## config.mk

```make
export PLATFORM = sky130hd
export DESIGN_NAME = resource_arbiter
export DESIGN_NICKNAME = d
export VERILOG_FILES = /design/src/rtl/resource_arbiter.sv
export SDC_FILE = /design/constraint.sdc
export NUM_CORES = 1
export LEC_CHECK = 0
export BUFFER_PORTS_ARGS = -buffer_cell sky130_fd_sc_hd__buf_2
export CORE_MARGIN = 8
export CORE_UTILIZATION = 47
export CTS_BUF_LIST = sky130_fd_sc_hd__clkbuf_8
export DETAILED_ROUTE_END_ITERATION = 10
export PLACE_DENSITY = 0.87
export SLEW_MARGIN = 40
export SYNTH_ARGS = -nofsm -noshare
export SYNTH_HDL_FRONTEND = slang
export SYNTH_SLANG_ARGS = --single-unit
```

## constraint.sdc

```tcl
create_clock -name clk -period 4 [get_ports clk]
set_clock_uncertainty 0.15 [all_clocks]
set_input_delay 0.4 -clock clk [delete_from_list [all_inputs] [get_ports clk]]
set_output_delay 0.4 -clock clk [all_outputs]
set_load 0.02 [all_outputs]
```

## src/rtl/resource_arbiter.sv

```systemverilog
// resource_arbiter: round-robin arbiter that lets n_req requesters share one
// downstream command/response port, with one transaction in flight at a time.
// Each transaction is issued with a valid/ready handshake and then waits for
// its completion. If no completion arrives within 'timeout' cycles, the
// transaction is forced to complete.
module resource_arbiter #(
   parameter int data_width   = 16,
   parameter int handle_width = 8,
   parameter int n_req        = 4,
   parameter int timeout      = 255
) (
   input  logic                          clk,
   input  logic                          reset,
   input  logic                          enable,
   input  logic [n_req-1:0]              req_read,
   input  logic [n_req-1:0]              req_write,
   input  logic [n_req*handle_width-1:0] req_handle,
   input  logic [n_req*data_width-1:0]   req_arg_a,
   input  logic [n_req*data_width-1:0]   req_arg_b,
   output logic [data_width-1:0]         rsp_data,
   output logic [n_req-1:0]              rsp_read_ready,
   output logic [n_req-1:0]              rsp_write_ack,
   output logic                          res_valid,
   input  logic                          res_ready,
   output logic                          res_write,
   output logic [handle_width-1:0]       res_handle,
   output logic [data_width-1:0]         res_arg_a,
   output logic [data_width-1:0]         res_arg_b,
   input  logic                          res_rdata_valid,
   input  logic [data_width-1:0]         res_rdata,
   input  logic                          res_wack,
   output logic                          busy,
   output logic [2:0]                    grant_id,
   output logic                          timeout_err
);

   typedef enum logic [1:0] {IDLE, ISSUE, WAIT, RESP} state_t;

   state_t                  state_q, state_d;
   logic [2:0]              gnt_q, gnt_d;
   logic [2:0]              last_q, last_d;
   logic                    wr_q, wr_d;
   logic [handle_width-1:0] hdl_q, hdl_d;
   logic [data_width-1:0]   arga_q, arga_d;
   logic [data_width-1:0]   argb_q, argb_d;
   logic [data_width-1:0]   rdata_q, rdata_d;
   logic [7:0]              cnt_q, cnt_d;
   logic                    terr_q, terr_d;

   // Arbitration signals. Padding to 8 bits lets a 3-bit index reach any requester.
   logic [7:0]              pend8, wr8;
   logic [3:0]              idx;
   logic                    found;
   logic [2:0]              win;
   logic [handle_width-1:0] sel_hdl;
   logic [data_width-1:0]   sel_a, sel_b;
   logic [n_req-1:0]        oh;
   logic                    done;

   // Round-robin search beginning just after the last grant, then a mux of the winner's fields.
   always_comb begin
      pend8 = '0;
      wr8   = '0;
      pend8[n_req-1:0] = req_read | req_write;
      wr8[n_req-1:0]   = req_write;
      found   = 1'b0;
      win     = '0;
      idx     = '0;
      sel_hdl = '0;
      sel_a   = '0;
      sel_b   = '0;
      for (int k = 1; k <= n_req; k++) begin
         idx = {1'b0, last_q} + 4'(k);
         if (idx >= 4'(n_req)) idx = idx - 4'(n_req);
         if (!found && pend8[idx[2:0]]) begin
            found = 1'b1;
            win   = idx[2:0];
         end
      end
      for (int i = 0; i < n_req; i++) begin
         if (win == 3'(i)) begin
            sel_hdl = req_handle[i*handle_width +: handle_width];
            sel_a   = req_arg_a[i*data_width +: data_width];
            sel_b   = req_arg_b[i*data_width +: data_width];
         end
      end
   end

   // Accept only the completion type that matches the transaction; ignore the other type.
   assign done = wr_q ? res_wack : res_rdata_valid;

   // Next-state logic. While enable is low, every register holds its value.
   always_comb begin
      state_d = state_q;
      gnt_d   = gnt_q;
      last_d  = last_q;
      wr_d    = wr_q;
      hdl_d   = hdl_q;
      arga_d  = arga_q;
      argb_d  = argb_q;
      rdata_d = rdata_q;
      cnt_d   = cnt_q;
      terr_d  = terr_q;
      if (enable) begin
         case (state_q)
            IDLE: if (found) begin
               gnt_d   = win;
               last_d  = win;
               wr_d    = wr8[win];
               hdl_d   = sel_hdl;
               arga_d  = sel_a;
               argb_d  = sel_b;
               state_d = ISSUE;
            end
            ISSUE: if (res_ready) begin
               cnt_d   = '0;
               state_d = WAIT;
            end
            WAIT: begin
               cnt_d = cnt_q + 8'd1;
               if (done) begin
                  // A completion in the same cycle as the limit takes priority over the timeout.
                  if (!wr_q) rdata_d = res_rdata;
                  state_d = RESP;
               end else if (cnt_q == 8'(timeout - 1)) begin
                  terr_d = 1'b1;
                  if (!wr_q) rdata_d = '0;
                  state_d = RESP;
               end
            end
            RESP: state_d = IDLE;
            default: state_d = IDLE;
         endcase
      end
   end

   // State registers. Synchronous reset makes the last grant point at the top requester.
   always_ff @(posedge clk) begin
      if (reset) begin
         state_q <= IDLE;
         gnt_q   <= '0;
         last_q  <= 3'(n_req - 1);
         wr_q    <= 1'b0;
         hdl_q   <= '0;
         arga_q  <= '0;
         argb_q  <= '0;
         rdata_q <= '0;
         cnt_q   <= '0;
         terr_q  <= 1'b0;
      end else begin
         state_q <= state_d;
         gnt_q   <= gnt_d;
         last_q  <= last_d;
         wr_q    <= wr_d;
         hdl_q   <= hdl_d;
         arga_q  <= arga_d;
         argb_q  <= argb_d;
         rdata_q <= rdata_d;
         cnt_q   <= cnt_d;
         terr_q  <= terr_d;
      end
   end

   // One-hot decode of the granted requester, used for the response pulse.
   always_comb begin
      oh = '0;
      for (int i = 0; i < n_req; i++) oh[i] = (gnt_q == 3'(i));
   end

   // Pulses are gated by enable, so a frozen RESP cycle produces no new pulse.
   assign rsp_read_ready = (state_q == RESP && enable && !wr_q) ? oh : '0;
   assign rsp_write_ack  = (state_q == RESP && enable &&  wr_q) ? oh : '0;
   assign res_valid      = (state_q == ISSUE);
   assign res_write      = wr_q;
   assign res_handle     = hdl_q;
   assign res_arg_a      = arga_q;
   assign res_arg_b      = argb_q;
   assign rsp_data       = rdata_q;
   assign busy           = (state_q != IDLE);
   assign grant_id       = gnt_q;
   assign timeout_err    = terr_q;

endmodule

```

==> flow_metrics.py, run 1 <==
metrics = {
    "worst_hold_path": {
        "hp-class": "primary input to register",
    },
    "clock_network": {
        "cts_tree": "yes",
        "cts_buffers": 9,
        "cts-root-buf": "clkbuf_8",
        "clock_sinks": 73,
        "post-cts-setup-buffers": 0,
        "htreeDepth": 3,
        "path_clk_slew_ns": 0.09,
        "clock_latency_ns": 0.38,
        "clock_path_buffers": 2,
    },
    "timing": {
        "min_period_ns": 3.76,
        "slew_headroom_pct": 44.6,
        "drv_slew": 0,
        "worstMarginPinSlew_ns": 0.826,
        "rsz0062_at_grt": "false",
        "clock.fmax_ghz": 0.266,
        "setup_viol": 0,
        "final-hold-violation-count": 0,
        "final.period_utilization_pct": 94.1,
        "holdWs_ns": 0.113,
        "setup-tns-final_ns": 0,
    },
    "outcome": {
        "status": "finished clean",
    },
    "flow_run": {
        "maxCapViolations": 0,
    },
    "critical_path": {
        "endpoint_kind": "register",
        "critical_path_class": "register to register",
        "start_kind": "register",
        "cp_data_required_time_ns": 4.18,
        "crit_arrival_ns": 3.94,
        "cp_max_fo": 17,
    },
    "synthesis": {
        "syn-num-nets": 1155,
        "netlist_area_sq_um": 7180,
        "postSynth.asyncResetShare_pct": 0,
        "synth_top_area_cell": "dfxtp_1",
        "syn_avg_cell_area_sq_um": 7.50,
        "yosys_warnings": 0,
        "synth-edff-count": 0,
        "yosysUniqueCellTypes": 53,
        "ys_seq_area_share_pct": 20.4,
        "synthFlopType": "dfxtp_1",
        "ys_ff_latch": 73,
        "synth_top_area_share_pct": 20.4,
        "netlist_top_cells_area": "dfxtp_1 20%, a211oi_1 13%, o221ai_1 10%, or3_1 7.1%, a211o_1 5.2%",
        "synthCells": 957,
    },
    "route": {
        "drc_errors": 0,
        "drt_iter0_drc": 1081,
        "viasPerCell": 6.93,
        "wl_met2_um": 13400,
        "top_layer": "met5",
        "wl_um": 28200,
        "route.met3.wl_um": 2910,
        "wl_met1_um": 11000,
        "drtPass1Iterations": 7,
        "antenna_left": 0,
        "vias": 9225,
        "post_drt_wl_per_cell_um": 21.2,
    },
    "die": {
        "dieWidth_um": 140,
        "core_area_sq_um": 15100,
        "initial_utilization_pct": 47.6,
        "die_area_sq_um": 19500,
        "rows": 45,
        "die_y_um": 140,
        "ioPinCount": 261,
    },
    "global_routing": {
        "grt-ovfl-total": 0,
        "grt_pass1_vias": 8621,
        "grt.total_usage_pct": 27.3,
        "antenna_found_initial": 5,
        "grt_start_max_net_pins": 119,
        "grt_pass1_wl_um": 44500,
    },
    "placed_design": {
        "routabilityCongestion": 0.962,
        "dpl.hpwl_um": 19400,
        "portBuffers": 260,
    },
    "pwr": {
        "power_switching_w": 0.00184,
        "p_leak_nw": 3.53,
        "swShare_pct": 48.7,
        "p_int_w": 0.00194,
        "p_per_area_nw_per_um2": 433,
        "pwr-share-comb_pct": 58.2,
        "ir_worst_vdd_mv": 0.314,
        "clockPowerShare_pct": 16.8,
        "seqPwrFrac_pct": 25.0,
    },
    "cells_and_area": {
        "syn_to_final_growth_pct": 21.7,
        "drive_gt1_share_pct": 28.3,
        "num-fill-cells": 1400,
        "fin_nets": 1333,
    },
}
-- layout make-up --
cell class              count  area (sq um)  area share [%]
multi-input cells         756          5230            59.8
clock buffers              10           138            1.58
diodes                      4          10.0           0.115
repair buffers            285          1550            17.8
clock inverters             6          66.3           0.759
well taps                 188           235            2.69
flip-flops and latches     73          1470            16.8
inverters                  10          40.0           0.458
-- stage by stage --
step	power (W)	cells	instance area [sq um]	utilization, %	worst slack, ns
5_1_grt	0.00399	1331	8730	57.9	0.0248
3_5_place_dp	0.00310	1312	8510	56.4	0.260
3_3_place_gp	0.00303	1310	8470	56.1	0.317
4_1_cts	0.00373	1328	8710	57.7	0.249
2_1_floorplan	0.00246	957	7180	-	0.0482
6_report	0.00378	1332	8730	57.9	0.236
-- critical path, stage by stage (launching register included) --
cell and delay, ns:
dfxtp_4 0.46, inv_4 0.05, ha_1 0.45, or3b_2 0.50, o2111a_1 0.17, or4_2 0.64, nand2_2 0.34, buf_4 0.35
o221ai_1 0.15, a211oi_1 0.30, a211o_1 0.15
-- state kept, by name (all words and copies together) (netlist names) --
| register | cells |
|---|---|
| res_arg_a | 16 |
| res_arg_b | 16 |
| rsp_data | 16 |
| cnt_q | 8 |
| res_handle | 8 |
| grant_id | 3 |
| last_q | 2 |
| state_q | 2 |
| res_write | 1 |
| timeout_err | 1 |
-- timing repair --
action,in CTS,in global routing
hold buffers,0,0
resized for setup,0,1
endpoints found under the setup margin,0,2
-- layer usage --
metal,up-vias,GRT usage [%]
li1,4241,-
met4,4,12.5
met3,68,6.12
met1,4360,33.6
met5,-,0
met2,552,44.7
-- cells in the mapped netlist, types with 2 or more instances --
cell	number
a21o_1	2
nand4_1	7
or2_2	3
mux2i_1	2
nand3_1	18
a2111o_1	2
nand2_1	33
and2_1	41
nand2b_1	5
buf_6	5
inv_1	9
ha_1	8
o21ai_0	5
o311ai_0	2
a211oi_1	123
o211ai_1	40
or4_1	2
a211o_1	43
nor3_1	50
buf_2	12
buf_1	11
or3_1	81
o21bai_1	41
clkbuf_1	90
nand4b_1	2
xor2_1	4
a21oi_1	25
mux4_2	2
nor2_1	73
dfxtp_1	73
a32oi_1	40
o221ai_1	82
-- cell families (layout without fill, tap and decap cells) --
family	Yosys count	after routing	synth area share, %
AND/OR/NAND/NOR	320	320	23.2
flip-flops	73	73	20.4
XOR/XNOR	4	4	0.488
buffers and inverters	128	311	7.43
other	0	4	0
adder cells (fa/ha/maj)	8	8	1.39
AO/OA/AOI/OAI	419	419	46.1
multiplexers	5	5	1.06
-- power groups by stage --
stage	logic, W	registers [W]	clock network (W)
after floorplan	0.00138	0.00108	0
after global placement	0.00208	0.000957	0
after detailed placement	0.00214	0.000957	0
after CTS	0.00215	0.000941	0.000635
after global routing	0.00237	0.000955	0.000663
final	0.00220	0.000944	0.000633
-- path summary, 6_finish.rpt --
kind / slack, ns / from / endpoint / cells after the start
hold / removal: 0.11 / res_rdata[5] / rsp_data[5] / 3
setup reg to reg: 0.24 / last_q[0] / res_arg_b[9] / 10
setup / recovery: 0.24 / last_q[0] / res_arg_b[9] / 10
hold reg to reg: 0.30 / rsp_data[11] / rsp_data[11] / 2
-- placed cells by master (no fill, tap or decap), drive strengths merged, types with 2 or more instances in the layout --
cell type	Yosys	routed
buf	28	285
a211oi	124	124
o221ai	82	82
or3	81	81
dfxtp	73	73
nor2	73	73
nor3	50	50
a211o	43	43
o21bai	41	41
and2	41	41
a32oi	40	40
o211ai	40	40
nand2	33	33
a21oi	25	25
nand3	18	18
inv	10	11
clkbuf	90	10
ha	8	8
nand4	7	7
o21ai	6	6
nand2b	5	5
diode	0	4
xor2	4	4
or2	4	4
clkinv	0	3
nand4b	2	2
mux4	2	2
a21o	2	2
a2111o	2	2
mux2i	2	2
o311ai	2	2
a31oi	2	2
or4	2	2
No activity file was read; power rests on OpenSTA's default activity.
==> run 2: changes to the inputs <==
--- a/config.mk
+++ b/config.mk
@@ -6,8 +6,9 @@
 export NUM_CORES = 1
 export LEC_CHECK = 0
 export BUFFER_PORTS_ARGS = -buffer_cell sky130_fd_sc_hd__buf_2
-export CORE_MARGIN = 8
-export CORE_UTILIZATION = 47
+export CELL_PAD_IN_SITES_DETAIL_PLACEMENT = 1
+export CELL_PAD_IN_SITES_GLOBAL_PLACEMENT = 1
+export CORE_UTILIZATION = 33
 export CTS_BUF_LIST = sky130_fd_sc_hd__clkbuf_8
 export DETAILED_ROUTE_END_ITERATION = 10
 export PLACE_DENSITY = 0.87
==> run 2 against run 1 <==
  * Sequential power grew 0.8%
  * Maximum frequency shrank 2.4%
  * Worst setup slack lost 0.094 ns
  * Worst hold slack gained 0.011 ns
==> flow_metrics.py, run 2 (same netlist as run 1, synthesis figures left out) <==
metrics = {
    "placed_design": {
        "routabilityCongestion": 0.925,
        "dpl.hpwl_um": 21300,
        "portBuffers": 260,
    },
    "timing": {
        "holdWs_ns": 0.124,
        "min_period_ns": 3.86,
        "clock.fmax_ghz": 0.259,
        "setup-tns-final_ns": 0,
        "drv_slew": 0,
        "final-hold-violation-count": 0,
        "rsz0062_at_grt": "false",
        "final.period_utilization_pct": 96.5,
        "worstMarginPinSlew_ns": 0.793,
        "setup_viol": 0,
        "slew_headroom_pct": 47.1,
    },
    "worst_hold_path": {
        "holdPathStages": 3,
        "min_to": "rsp_data[2]",
        "hold_start": "res_rdata[2]",
        "hp-class": "primary input to register",
    },
    "global_routing": {
        "grt.total_usage_pct": 26.8,
        "antenna_found_initial": 6,
        "grt-ovfl-total": 0,
        "grt_pass1_wl_um": 48200,
        "grt_start_max_net_pins": 130,
        "grt_pass1_vias": 9294,
    },
    "die": {
        "die_area_sq_um": 22300,
        "ioPinCount": 261,
        "rows": 53,
        "die_y_um": 149,
        "core_area_sq_um": 21200,
        "dieWidth_um": 149,
        "initial_utilization_pct": 33.9,
    },
    "critical_path": {
        "cp_max_fo": 17,
        "endpoint_kind": "register",
        "r2r-end": "res_handle[6]",
        "reg2reg_slack_ns": 0.14,
        "crit_arrival_ns": 3.97,
        "critical_path_class": "register to register",
        "cp_data_required_time_ns": 4.12,
        "r2r-start": "last_q[1]",
        "start_kind": "register",
        "reg2regPathDepth": 10,
    },
    "clock_network": {
        "clock_latency_ns": 0.37,
        "post-cts-setup-buffers": 0,
        "clock_path_buffers": 2,
        "cts_buffers": 9,
        "cts_tree": "yes",
        "cts-root-buf": "clkbuf_8",
        "post_cts_resize_count": 0,
        "htreeDepth": 3,
        "postCtsHoldBufs": 0,
        "clock_sinks": 73,
        "path_clk_slew_ns": 0.10,
    },
    "route": {
        "antenna_left": 0,
        "vias": 9315,
        "viasPerCell": 6.53,
        "post_drt_wl_per_cell_um": 21.6,
        "wl_um": 30900,
        "drtPass1Iterations": 5,
        "drt_iter0_drc": 578,
        "drc_errors": 0,
    },
    "pwr": {
        "p_leak_nw": 3.56,
        "p_per_area_nw_per_um2": 435,
        "ir_worst_vdd_mv": 0.232,
    },
    "cells_and_area": {
        "register_area_sq_um": 1470,
        "final_common_cell": "buf_2",
        "syn_to_final_growth_pct": 23.9,
        "num-fill-cells": 2716,
        "layout_common_cells": "260 x buf_2, 123 x a211oi_1, 82 x o221ai_1, 81 x or3_1, 72 x dfxtp_1",
        "drive_gt1_share_pct": 28.8,
        "fin_nets": 1339,
        "multi_input_area_sq_um": 5220,
    },
    "outcome": {
        "status": "finished clean",
    },
    "flow_run": {
        "maxCapViolations": 0,
    },
}
-- run 2: cell type report --
type / instances / share of cell area, %
multi-input cells: 756 / 58.7
clock inverters: 7 / 0.957
inverters: 10 / 0.450
clock buffers: 9 / 1.39
well taps: 275 / 3.87
diodes: 5 / 0.141
flip-flops and latches: 73 / 16.5
repair buffers: 291 / 18.0
-- run 2: metal layers --
layer,vias up,wire length [um],part of all wire (%),global-route usage [%]
met5,-,35,0.11,0
met4,6,805,2.6,10.8
met3,66,2170,7.0,4.27
met2,382,15100,49,46.2
met1,4623,12800,41,33.0
li1,4238,-,-,-
-- run 2: critical path, stage by stage (launching register included) --
cell and delay (ns):
dfxtp_1 0.50, inv_1 0.12, ha_1 0.33, or3b_2 0.47, o2111a_1 0.18, or4_2 0.63
a21o_1 0.46, buf_4 0.33, o221ai_1 0.20, a211oi_1 0.11, a211o_1 0.28
-- run 2: per-stage QoR --
| stage | area (sq um) | util, % | setup WS [ns] | total power (W) | cells |
|---|---|---|---|---|---|
| 6_report | 8890 | 42.0 | 0.142 | 0.00387 | 1426 |
| 5_1_grt | 8890 | 42.0 | 0.00691 | 0.00411 | 1424 |
| 4_1_cts | 8880 | 42.0 | 0.173 | 0.00387 | 1421 |
| 3_5_place_dp | 8670 | 41.0 | 0.198 | 0.00320 | 1405 |
| 3_3_place_gp | 8600 | 40.7 | 0.346 | 0.00310 | 1403 |
| 2_1_floorplan | 7180 | - | 0.0482 | 0.00246 | 957 |
-- run 2: power breakdown --
part | switching, W | leakage (nW) | total [W] | internal, W
Clock | 0.000352 | 0.107 | 0.000654 | 0.000302
Combinational | 0.00148 | 2.86 | 0.00227 | 0.000789
Sequential | 0.000100 | 0.595 | 0.000952 | 0.000852
-- run 2: worst max path at each step --
stage	from	endpoint	slack [ns]	cells past startpoint
3_3_place_gp	last_q[1]	res_handle[5]	0.35	10
6_report	last_q[1]	res_handle[6]	0.14	10
3_5_place_dp	last_q[1]	res_write	0.20	10
2_1_floorplan	last_q[0]	res_arg_a[8]	0.05	16
4_1_cts	last_q[1]	res_handle[3]	0.17	10
5_1_grt	last_q[1]	res_handle[1]	0.007	10
==> run 3: changes to the inputs <==
--- a/config.mk
+++ b/config.mk
@@ -11,7 +11,7 @@
 export CORE_UTILIZATION = 33
 export CTS_BUF_LIST = sky130_fd_sc_hd__clkbuf_8
 export DETAILED_ROUTE_END_ITERATION = 10
-export PLACE_DENSITY = 0.87
+export PLACE_DENSITY_LB_ADDON = 0.1
 export SLEW_MARGIN = 40
 export SYNTH_ARGS = -nofsm -noshare
 export SYNTH_HDL_FRONTEND = slang
==> run 3 against run 2 <==
  * Final cell count is 0.21% higher
  * Via count is 4.9% lower
  * Sequential share of layout area is 0.060 points higher
  * Critical path type unchanged
  * Largest cell class unchanged
==> flow_metrics.py, run 3 (same netlist as run 1, synthesis figures left out) <==
metrics = {
    "route": {
        "top_layer": "met5",
        "wl_um": 29400,
        "viasPerCell": 6.20,
        "wl_met1_um": 13200,
        "antenna_left": 0,
        "vias": 8854,
        "drc_errors": 0,
        "drtPass1Iterations": 4,
        "wl_met2_um": 13600,
        "drt_iter0_drc": 500,
        "route.met3.wl_um": 2110,
        "post_drt_wl_per_cell_um": 20.6,
    },
    "placed_design": {
        "portBuffers": 260,
        "dpl_cell_area_sq_um": 8650,
        "place_ws_ns": 0.304,
        "dpl.hpwl_um": 19800,
        "routabilityCongestion": 0.869,
    },
    "critical_path": {
        "endpoint_kind": "register",
        "crit_arrival_ns": 3.93,
        "crit_path_frequent_cell": "buf_4",
        "cp_max_fo": 26,
        "max_stage_delay_ns": 0.61,
        "crit_buf_inv": 3,
        "critical_path_class": "register to register",
        "start_kind": "register",
        "critPathTopFamily": "simple AND/OR/NAND/NOR gates",
        "slowest_stage": "or4_2",
        "crit_chain": "inv_1 > ha_1 > or3b_2 > o2111a_1 > or4_2 > buf_4 > nand2_2 > buf_4 > o221ai_1 > a211oi_1 > a211o_1",
        "cp_data_required_time_ns": 4.19,
    },
    "clock_network": {
        "clock_sinks": 73,
        "htreeDepth": 3,
        "path_clk_slew_ns": 0.10,
        "post_cts_resize_count": 0,
        "clock_latency_ns": 0.38,
        "cts-root-buf": "clkbuf_8",
        "cts_buffers": 9,
        "postCtsHoldBufs": 0,
        "clock_path_buffers": 2,
        "post-cts-setup-buffers": 0,
        "cts_tree": "yes",
    },
    "die": {
        "die_area_sq_um": 22300,
        "core_area_sq_um": 21200,
        "ioPinCount": 261,
        "initial_utilization_pct": 33.9,
        "rows": 53,
        "dieWidth_um": 149,
        "die_y_um": 149,
    },
    "pwr": {
        "ir_worst_vdd_mv": 0.255,
        "p_per_area_nw_per_um2": 426,
        "p_leak_nw": 3.54,
    },
    "global_routing": {
        "grt_pass1_vias": 8589,
        "grt_start_max_net_pins": 123,
        "grt.total_usage_pct": 26.1,
        "antenna_found_initial": 9,
        "grt-ovfl-total": 0,
        "grt_pass1_wl_um": 46600,
    },
    "timing": {
        "final-hold-violation-count": 0,
        "clock.fmax_ghz": 0.267,
        "worstMarginPinSlew_ns": 0.789,
        "setup-tns-final_ns": 0,
        "drv_slew": 0,
        "setup_viol": 0,
        "slew_headroom_pct": 47.4,
        "timing.final.ws_setup_ns": 0.251,
        "rsz0062_at_grt": "false",
        "final.period_utilization_pct": 93.7,
        "min_period_ns": 3.75,
    },
    "cells_and_area": {
        "drive_gt1_share_pct": 28.7,
        "fin_nets": 1339,
        "layout_common_cells": "260 x buf_2, 123 x a211oi_1, 82 x o221ai_1, 81 x or3_1, 72 x dfxtp_1",
        "syn_to_final_growth_pct": 23.5,
        "fin_area_sq_um": 8860,
        "num-fill-cells": 2738,
        "final_common_cell": "buf_2",
    },
    "worst_hold_path": {
        "hp-class": "primary input to register",
    },
    "flow_run": {
        "maxCapViolations": 0,
    },
    "outcome": {
        "status": "finished clean",
    },
}
## run 3: worst paths after layout
path,start,end,slack (ns),cells after the start
hold reg to reg,rsp_data[10],rsp_data[10],0.31,2
setup / recovery,last_q[1],res_handle[2],0.25,11
setup reg to reg,last_q[1],res_handle[2],0.25,11
hold / removal,res_rdata[9],rsp_data[9],0.11,3
## run 3: metal layers
metal | up-vias | track usage [%]
met5 | - | 0
met4 | 4 | 6.79
met3 | 30 | 6.16
met2 | 245 | 41.9
met1 | 4329 | 34.7
li1 | 4246 | -
## run 3: stage by stage
stage	utilization, %	instances	hold slack [ns]	total power (W)
after floorplan	-	957	0.309	0.00246
after global placement	40.8	1405	0.286	0.00316
after detailed placement	40.9	1405	0.290	0.00318
after CTS	41.8	1421	0.0973	0.00380
after global routing	41.9	1426	0.108	0.00404
final	41.9	1429	0.108	0.00377
## run 3: where the power goes
part	switching, W	leakage (nW)	total, W	internal [W]
Combinational	0.00145	2.86	0.00223	0.000789
Clock	0.000353	0.0895	0.000602	0.000249
Sequential	0.0000841	0.595	0.000935	0.000851
## run 3: worst register-to-register path: stages (launching register included)
cell	delay, ns
dfxtp_1	0.47
inv_1	0.11
ha_1	0.30
or3b_2	0.47
o2111a_1	0.17
or4_2	0.61
buf_4	0.27
nand2_2	0.14
buf_4	0.36
o221ai_1	0.18
a211oi_1	0.32
a211o_1	0.14
## run 3: layout make-up
class	instances	area [sq um]	share of cell area [%]
multi-input combinational	756	5230	59.0
clock buffer	10	138	1.55
antenna	8	20.0	0.226
clock inverter	6	50.0	0.565
tap	275	344	3.88
timing repair buffer	291	1580	17.8
inverter	10	40.0	0.452
sequential	73	1470	16.5
